`src/rtl/led_frame_rx_pkg.sv`:
```
// Shared LED-driver protocol definitions, also used by the LED-driver transmitter.
package led_proto_pkg;

  localparam int LATCH_SIZE  = 769;
  localparam int CTRL_BIT    = 768;
  localparam logic [7:0] CTRL_KEY = 8'h96;
  localparam int SYNC_STAGES = 2;

  // Bit counter is wide enough to hold the saturated overrun value LATCH_SIZE+1.
  localparam int CNT_W = 10;
  localparam logic [CNT_W-1:0] CNT_FULL = CNT_W'(LATCH_SIZE);
  localparam logic [CNT_W-1:0] CNT_OVR  = CNT_W'(LATCH_SIZE + 1);

  typedef enum logic [1:0] {
    IDLE,
    SHIFT,
    OVERRUN
  } rx_state_t;

  // True when the key field just below the control bit carries the control key.
  function automatic logic key_ok(input logic [LATCH_SIZE-1:0] frame);
    return frame[CTRL_BIT-1 -: 8] == CTRL_KEY;
  endfunction

endpackage

```
`src/rtl/led_frame_rx_if.sv`:
```
// Serial protocol pins plus the frame-buffer side outputs of the receiver.
interface led_frame_rx_if;
  import led_proto_pkg::*;

  logic                  SCLK_IN;
  logic                  SDI;
  logic                  LAT_IN;
  logic [LATCH_SIZE-1:0] FRAME_DATA;
  logic                  FRAME_IS_CTRL;
  logic                  FRAME_VALID;
  logic                  LEN_ERR;
  logic                  KEY_ERR;
  logic                  BUSY;

  modport master (
    output SCLK_IN, SDI, LAT_IN,
    input  FRAME_DATA, FRAME_IS_CTRL, FRAME_VALID, LEN_ERR, KEY_ERR, BUSY
  );

  modport slave (
    input  SCLK_IN, SDI, LAT_IN,
    output FRAME_DATA, FRAME_IS_CTRL, FRAME_VALID, LEN_ERR, KEY_ERR, BUSY
  );

endinterface

```
`src/rtl/led_frame_rx_sync_rise.sv`:
```
// Multi-flop synchroniser for an asynchronous strobe with a registered rising-edge pulse.
// STAGES must be at least 2.
module sync_rise #(
  parameter int STAGES = 2
) (
  input  logic clk,
  input  logic rst,
  input  logic din,
  output logic rise
);

  logic [STAGES-1:0] sync_q;
  logic              prev_q;

  // Shift the async input through the synchroniser and flag a 0->1 transition of its output.
  always_ff @(posedge clk) begin
    if (rst) begin
      sync_q <= '0;
      prev_q <= 1'b0;
      rise   <= 1'b0;
    end else begin
      sync_q <= {sync_q[STAGES-2:0], din};
      prev_q <= sync_q[STAGES-1];
      rise   <= sync_q[STAGES-1] & ~prev_q;
    end
  end

endmodule

```
`src/rtl/led_frame_rx.sv`:
```
// Receive end of the 769-bit SCLK/SDI/LAT LED-driver protocol: deserialises, classifies
// and validates each latched frame before handing it to the frame buffer.
module led_frame_rx
  import led_proto_pkg::*;
(
  input  logic           CLK_10M,
  input  logic           RESET,
  led_frame_rx_if.slave  bus
);

  logic                  sclk_rise;
  logic                  lat_rise;
  logic [SYNC_STAGES:0]  sdi_dly;
  logic                  shift_en;
  rx_state_t             state;
  logic [CNT_W-1:0]      count;
  logic [CNT_W-1:0]      count_next;
  logic [LATCH_SIZE-1:0] shreg;
  logic [LATCH_SIZE-1:0] shreg_next;
  logic [LATCH_SIZE-1:0] frame_data_q;
  logic                  frame_is_ctrl_q;
  logic                  frame_valid_q;
  logic                  len_err_q;
  logic                  key_err_q;
  logic                  busy_q;

  sync_rise #(.STAGES(SYNC_STAGES)) u_sclk_sync (
    .clk  (CLK_10M),
    .rst  (RESET),
    .din  (bus.SCLK_IN),
    .rise (sclk_rise)
  );

  sync_rise #(.STAGES(SYNC_STAGES)) u_lat_sync (
    .clk  (CLK_10M),
    .rst  (RESET),
    .din  (bus.LAT_IN),
    .rise (lat_rise)
  );

  // SDI gets one extra flop beyond the synchroniser depth to line up with the registered SCLK rise.
  always_ff @(posedge CLK_10M) begin
    if (RESET) sdi_dly <= '0;
    else       sdi_dly <= {sdi_dly[SYNC_STAGES-1:0], bus.SDI};
  end

  // Post-shift view of the shift register and count, so a same-cycle latch sees the final bit.
  always_comb begin
    shift_en   = sclk_rise && (state != OVERRUN);
    shreg_next = shreg;
    count_next = count;
    if (shift_en) begin
      shreg_next = {shreg[LATCH_SIZE-2:0], sdi_dly[SYNC_STAGES]};
      count_next = count + 1'b1;
    end
  end

  // Receive state machine, bit counter, shift register and registered frame outputs.
  always_ff @(posedge CLK_10M) begin
    if (RESET) begin
      state           <= IDLE;
      count           <= '0;
      shreg           <= '0;
      frame_data_q    <= '0;
      frame_is_ctrl_q <= 1'b0;
      frame_valid_q   <= 1'b0;
      len_err_q       <= 1'b0;
      key_err_q       <= 1'b0;
      busy_q          <= 1'b0;
    end else begin
      frame_valid_q <= 1'b0;
      len_err_q     <= 1'b0;
      key_err_q     <= 1'b0;
      shreg         <= shreg_next;
      if (lat_rise) begin
        state  <= IDLE;
        count  <= '0;
        busy_q <= 1'b0;
        if (count_next != CNT_FULL) begin
          len_err_q <= 1'b1;
        end else if (shreg_next[CTRL_BIT] && !key_ok(shreg_next)) begin
          key_err_q <= 1'b1;
        end else begin
          frame_data_q    <= shreg_next;
          frame_is_ctrl_q <= shreg_next[CTRL_BIT];
          frame_valid_q   <= 1'b1;
        end
      end else begin
        count  <= count_next;
        busy_q <= (count_next != '0);
        if (shift_en) state <= (count_next == CNT_OVR) ? OVERRUN : SHIFT;
      end
    end
  end

  assign bus.FRAME_DATA    = frame_data_q;
  assign bus.FRAME_IS_CTRL = frame_is_ctrl_q;
  assign bus.FRAME_VALID   = frame_valid_q;
  assign bus.LEN_ERR       = len_err_q;
  assign bus.KEY_ERR       = key_err_q;
  assign bus.BUSY          = busy_q;

endmodule

```
`src/flat_wrapper.sv`:
```
// flat-port wrapper written by rule: the top's interface ports become plain ports
module led_frame_rx_flat import led_proto_pkg::*;
  (CLK_10M, RESET, bus_SCLK_IN, bus_SDI, bus_LAT_IN, bus_FRAME_DATA, bus_FRAME_IS_CTRL, bus_FRAME_VALID, bus_LEN_ERR, bus_KEY_ERR, bus_BUSY);
  led_frame_rx_if bus_i ();
  input  logic CLK_10M;
  input  logic RESET;
  input wire logic [$bits(bus_i.SCLK_IN)-1:0] bus_SCLK_IN;
  input wire logic [$bits(bus_i.SDI)-1:0] bus_SDI;
  input wire logic [$bits(bus_i.LAT_IN)-1:0] bus_LAT_IN;
  output wire logic [$bits(bus_i.FRAME_DATA)-1:0] bus_FRAME_DATA;
  output wire logic [$bits(bus_i.FRAME_IS_CTRL)-1:0] bus_FRAME_IS_CTRL;
  output wire logic [$bits(bus_i.FRAME_VALID)-1:0] bus_FRAME_VALID;
  output wire logic [$bits(bus_i.LEN_ERR)-1:0] bus_LEN_ERR;
  output wire logic [$bits(bus_i.KEY_ERR)-1:0] bus_KEY_ERR;
  output wire logic [$bits(bus_i.BUSY)-1:0] bus_BUSY;
  assign bus_i.SCLK_IN = bus_SCLK_IN;
  assign bus_i.SDI = bus_SDI;
  assign bus_i.LAT_IN = bus_LAT_IN;
  assign bus_FRAME_DATA = bus_i.FRAME_DATA;
  assign bus_FRAME_IS_CTRL = bus_i.FRAME_IS_CTRL;
  assign bus_FRAME_VALID = bus_i.FRAME_VALID;
  assign bus_LEN_ERR = bus_i.LEN_ERR;
  assign bus_KEY_ERR = bus_i.KEY_ERR;
  assign bus_BUSY = bus_i.BUSY;
  led_frame_rx u_core (.CLK_10M(CLK_10M), .RESET(RESET), .bus(bus_i));
endmodule
```
`config.mk`:
```
export PLATFORM = sky130hd
export DESIGN_NAME = led_frame_rx_flat
export DESIGN_NICKNAME = d
export VERILOG_FILES = /design/src/rtl/led_frame_rx_pkg.sv /design/src/rtl/led_frame_rx_if.sv /design/src/rtl/led_frame_rx_sync_rise.sv /design/src/rtl/led_frame_rx.sv /design/src/flat_wrapper.sv
export SDC_FILE = /design/constraint.sdc
export NUM_CORES = 2
export LEC_CHECK = 0
export BUFFER_PORTS_ARGS = -buffer_cell sky130_fd_sc_hd__buf_2
export CAP_MARGIN = 20
export CORE_AREA = 2 2 516 390
export CTS_CLUSTER_SIZE = 25
export DETAILED_ROUTE_END_ITERATION = 7
export DIE_AREA = 0 0 518 392
export GPL_ROUTABILITY_DRIVEN = 0
export GPL_TIMING_DRIVEN = 0
export PLACE_DENSITY = 0.52
export SLEW_MARGIN = 20
export SYNTH_ARGS = -nofsm -noshare
export SYNTH_HDL_FRONTEND = slang
export SYNTH_HIERARCHICAL = 1
export SYNTH_SLANG_ARGS = --single-unit
```
`constraint.sdc`:
```
create_clock -name CLK_10M -period 2.4 [get_ports CLK_10M]
set_input_delay 0.24 -clock CLK_10M [delete_from_list [all_inputs] [get_ports CLK_10M]]
set_output_delay 0.24 -clock CLK_10M [all_outputs]
set_load 0.005 [all_outputs]
```
# == Word level (Yosys, flattened, before mapping) ==
# Index checks and enable logic that the tools add are counted.
# totals
register_bits,1566
elab_cells,42
latch_bits,0
output_inout_bits,774
rom_bits,0
memories,0
ramBits,0
# op_classes
n_reduce_logical,8
div,0
bitwise,7
multipliers,0
n_shift,0
eq_ne,4
muxes,6
magnitude_cmp,0
add_sub_neg,1
# op_table
cell,count
$mux W769,1
$add A10 B1 Y10 const B,1
$eq A10 B10 Y1 const B,1
$mux W10,1
$ne A10 B10 Y1 const B,1
$reduce_bool A10 Y1,1
$eq A8 B8 Y1 const B,1
$not A1 Y1,5
$reduce_or A2 Y1,2
$mux W1,3
$reduce_and A3 Y1,1
$reduce_or A3 Y1,1
$and A1 B1 Y1,2
$logic_and A1 B1 Y1,2
$mux W2,1
$ne A2 B2 Y1 const B,1
$logic_not A1 Y1,1

# == Logic depth before layout (Yosys ltp) ==
# depth
word_depth,8
mapped_depth,11

# == By module ==
# Netlist, hierarchy kept.
# modules_own_cells
module,area_each_um2,instances,cells_each,seq_area_each_um2
led_frame_rx,58856.4,1,5931,31169.9
sync_rise,111.4,2,8,80.1

# == Worst setup path before layout ==
# OpenSTA, ideal clock, no wires.
# synth_path
kind,reg-to-reg
start,register u_core.count[0]
end,"register u_core.frame_data_q[759], in the netlist u_core/bus.FRAME_DATA[759]"
arrival_time_ns,2.266
stages_incl_launch_ff,11
n_path_buf,4
t_required_ns,2.279
period_less_slack_ns,2.386
setup_slack_ns,0.014
cell_sequence,dfxtp_1 buf_4 and4_4 nand4_1 nor3b_1 o22ai_1 or3_1 buf_2 buf_2 buf_2 mux2_2
# synth_between
elab_chain_cells,5
# synth_rtl
item,line_no,rtl
from (decl),led_frame_rx.sv:16,logic [CNT_W-1:0] count;
from (signal assigned),led_frame_rx.sv:89,count <= count_next;
$add A10 B1 Y10,led_frame_rx.sv:54,count_next = count + 1'b1;
$mux W10 *,led_frame_rx.sv:52,if (shift_en) begin
$ne A10 B10 Y1 *,led_frame_rx.sv:79,if (count_next != CNT_FULL) begin
$not A1 Y1 (no source line) *,-,
$reduce_and A3 Y1 (no source line) *,-,
to (signal assigned),led_frame_rx.sv:84,frame_data_q <= shreg_next;
to (decl),led_frame_rx.sv:20,logic [LATCH_SIZE-1:0] frame_data_q;
# Mark *: on every way between the ends. The rest lies on a longest branch, timed or not.
# A chain may end at the register's enable or synchronous reset.

# == Worst setup path after layout ==
# layout_path
start,register u_core.shreg[760]
end,"register u_core.frame_data_q[491], in the netlist u_core/bus.FRAME_DATA[491]"
# layout_between
elab_chain_cells,6
# layout_rtl
item,line_no,rtl
from (decl),led_frame_rx.sv:18,logic [LATCH_SIZE-1:0] shreg;
from (signal assigned),led_frame_rx.sv:74,shreg <= shreg_next;
$mux W769,led_frame_rx.sv:52,
$eq A8 B8 Y1,led_frame_rx_pkg.sv:22,return frame[CTRL_BIT-1 -: 8] == CTRL_KEY;
$logic_not A1 Y1,led_frame_rx.sv:81,end else if (shreg_next[CTRL_BIT] && !key_ok(shreg_next)) begin
$logic_and A1 B1 Y1,led_frame_rx.sv:81,
$not A1 Y1 (no source line),-,
$reduce_and A3 Y1 (no source line),-,
# Every way passes these cells.

==> out/results.ini <==
[routing]
routed_wl_um=172000
route.detailed.drc=0
ant_nets=0
vias=43000
vias_per_cell=4.41
first_pass_iters=6
wl_per_cell_um=17.7
first_iter_violations=2761

[placement]
place_worst_setup_slack_ps=-1670
dp_hpwl_um=126000
port_buffers=778

[timing]
hold_viol=0
slew_headroom_pct=26.7
rsz0062_at_grt=true
period_minus_slack_ps=2720
maxSlewViolCount=0
layout_setup_ws_ps=-318
worstMarginPinSlew_ps=1100
setup_viol=806
fin_worst_skew_ps=39.8
fin_setup_tns_ps=-191580
finalCritPeriodShare_pct=113
maxClockFrequency_ghz=0.368

[logic_synthesis]
synth_top_cell_by_area=dfxtp_1
ys_ff_latch=1565
synth_commonest_cells=dfxtp_1, nand2_1, nor2b_1, a21oi_1, mux2_4
syn_area_um2=59100
synth_compound_area_share_pct=6.65
yosysWarnings=6
yosys.area_share.simple_pct=18.7
synthesis.nets=5953
syn-mean-instance-area_um2=9.93
synth_top_area_share_pct=53.0
synth_top_family_by_area=simple AND/OR/NAND/NOR gates
synth-xor-area-share_pct=0.163
synthMuxAreaShare_pct=17.9
ys.flop_type=dfxtp_1
synth_cells=5947
synth.area.top_cells=dfxtp_1, mux2_4, nand2_1
synthAdderAreaFrac_pct=0.0212
synth.most_common_cell=dfxtp_1
synthArstFlopShare_pct=0
ys_types=43
synth_edf_count=0
ys_seq_area_share_pct=53.0

[critical_path]
end_kind=flip-flop
arrival_ps=3360
cp_max_fo=10
critPathMaxStageDelay_ps=450
critical_path_class=flip-flop to flip-flop
path_cells=nor4bb_4 -> nand4b_1 -> a32oi_2 -> nand3_1 -> or3_4 -> buf_16 -> buf_12 -> buf_6 -> mux2_4
slowest_stage=or3_4
crit_path_start_kind=flip-flop
required_ps=3040

[outcome]
violations=setup timing
status=finished with violations

[final_layout]
final_util_pct=37.0
finalNetCount=6945
syn_to_final_growth_pct=24.3
drive_gt1_share_pct=28.3

[global_routing]
grt_util_all_layers_pct=16.1
grt_pass1_wl_um=255000
grt_antenna_before_repair=7
gr-total-overflow=0
grt_max_degree=17
grt_pass1_vias=41400

[clock_network]
cts-buffers-inserted=163
clk_pin_slew_ps=60
cts_sinks=1565
htree_levels=4
clk_latency_ps=790
cts_buffer_depth=3
cts_tree=built
clock-root-buffer=clkbuf_16

[worst_hold_path]
min_path_type=input port to flip-flop

[power_and_ir_drop]
pwr_density_cell_nw_per_um2=713
p_leak_nw=31.1
power_w=0.0524
vdd_drop_max_uv=648

[die]
start_util_pct=29.8
rows=142
num_io_pins=779
coreArea_um2=198000
die_h_um=392
die_w_um=518
die_area_um2=203000

[flow_run]
drv_cap=0

## layout by cell type, fill, tap and decap left out, types with 3 or more instances in the layout
master / n
clkbuf_1: 337
dlygate4sd3_1: 6
buf_2: 783
buf_1: 14
diode_2: 3
nor2b_1: 780
clkbuf_4: 6
xor2_1: 9
buf_4: 15
nor3b_2: 3
bufinv_16: 6
nand3_1: 6
nand2_1: 1543
nor3b_1: 3
clkinv_2: 27
inv_16: 4
clkinv_8: 3
a21oi_1: 772
inv_6: 3
nor2_1: 14
clkbuf_8: 40
nand4_1: 6
buf_16: 12
clkinv_16: 3
mux2_4: 500
mux2_2: 269
clkinvlp_4: 4
buf_12: 36
clkbuf_2: 20
dfxtp_1: 1553
buf_6: 45
dfxtp_2: 10
clkbuf_16: 187
## where the power goes
group          switching (W)  internal [W]
sequential        0.00000476        0.0260
combinational       0.000768      0.000124
clock                 0.0109        0.0146
total                 0.0117        0.0407
## area by class of cell
cell class	instances	area, um2
plain buffers	434	2720
clock inverters	52	608
repair buffers	830	4860
fillers	19900	125000
inverters	1	3.75
multi-input cells	3944	25700
diodes	3	7.51
flip-flops and latches	1565	31400
clock buffers	239	4790
well taps	2664	3330
## metrics by stage
step	area (um2)	hold slack, ps	std cells
after global routing	73400	14.6	9731
after detailed placement	66300	427	9390
after floorplan	59100	311	5947
after CTS	72400	46.7	9707
final	73400	11.4	9732
after global placement	66300	426	9389
## per-layer routing
| metal | wire, um | share of wire (%) | vias to the layer above | GRT usage, % |
|---|---|---|---|---|
| li1 | - | - | 21400 | - |
| met1 | 77800 | 45 | 20400 | 21.0 |
| met2 | 78200 | 45 | 952 | 25.6 |
| met3 | 11600 | 6.7 | 242 | 4.69 |
| met4 | 4880 | 2.8 | 0 | 5.15 |
| met5 | 0 | 0 | - | 0 |
## flip-flops by register name, indices dropped and copies added (netlist names)
register / count
u_core/bus.FRAME_DATA: 769
u_core/shreg: 769
u_core/count: 10
u_core/sdi_dly: 3
u_core/state: 2
u_core/u_lat_sync/sync_q: 2
u_core/u_sclk_sync/sync_q: 2
u_core/bus.BUSY: 1
u_core/bus.FRAME_VALID: 1
u_core/bus.KEY_ERR: 1
u_core/bus.LEN_ERR: 1
u_core/u_lat_sync/prev_q: 1
u_core/u_lat_sync/rise: 1
u_core/u_sclk_sync/prev_q: 1
u_core/u_sclk_sync/rise: 1
## cells by family (layout without fill, tap and decap cells)
group / Yosys count / count (layout)
AO/OA/AOI/OAI: 781 / 781
multiplexers: 770 / 770
buffers and inverters: 438 / 1556
other: 0 / 3
adder cells (fa/ha/maj): 1 / 1
XOR/XNOR: 11 / 11
flip-flops: 1565 / 1565
AND/OR/NAND/NOR: 2381 / 2381
## final timing paths
kind,from,end,slack [ps],depth (start not counted)
worst max register to register,u_core/shreg[760]$_SDFF_PP0_,u_core/bus.FRAME_DATA[491]$_SDFFE_PP0P_,-320,9
worst max-delay path,u_core/shreg[760]$_SDFF_PP0_,u_core/bus.FRAME_DATA[491]$_SDFFE_PP0P_,-320,9
worst min register to register,u_core/u_sclk_sync/prev_q$_SDFF_PP0_,u_core/u_sclk_sync/rise$_SDFF_PP0_,440,1
worst min-delay path,RESET,u_core/u_sclk_sync/rise$_SDFF_PP0_,10,2
## timing repair
item | in CTS | in global routing
gates resized for setup | 99 | 143
endpoints found under the hold margin | 7 | 0
setup endpoints to repair | 1547 | 1361
setup buffers | 15 | 2
hold buffers | 6 | 0
pin swaps | 2 | 8
cloned | 7 | 22
## worst max-delay path, delay by kind of cell, from the launching register on
| family | cells | cell delay (ps) |
|---|---|---|
| flip-flops | 1 | 380 |
| buffers and inverters | 3 | 540 |
| AO/OA/AOI/OAI | 1 | 280 |
| multiplexers | 1 | 300 |
| AND/OR/NAND/NOR | 4 | 1040 |
Power figures use the tool's default switching activity.
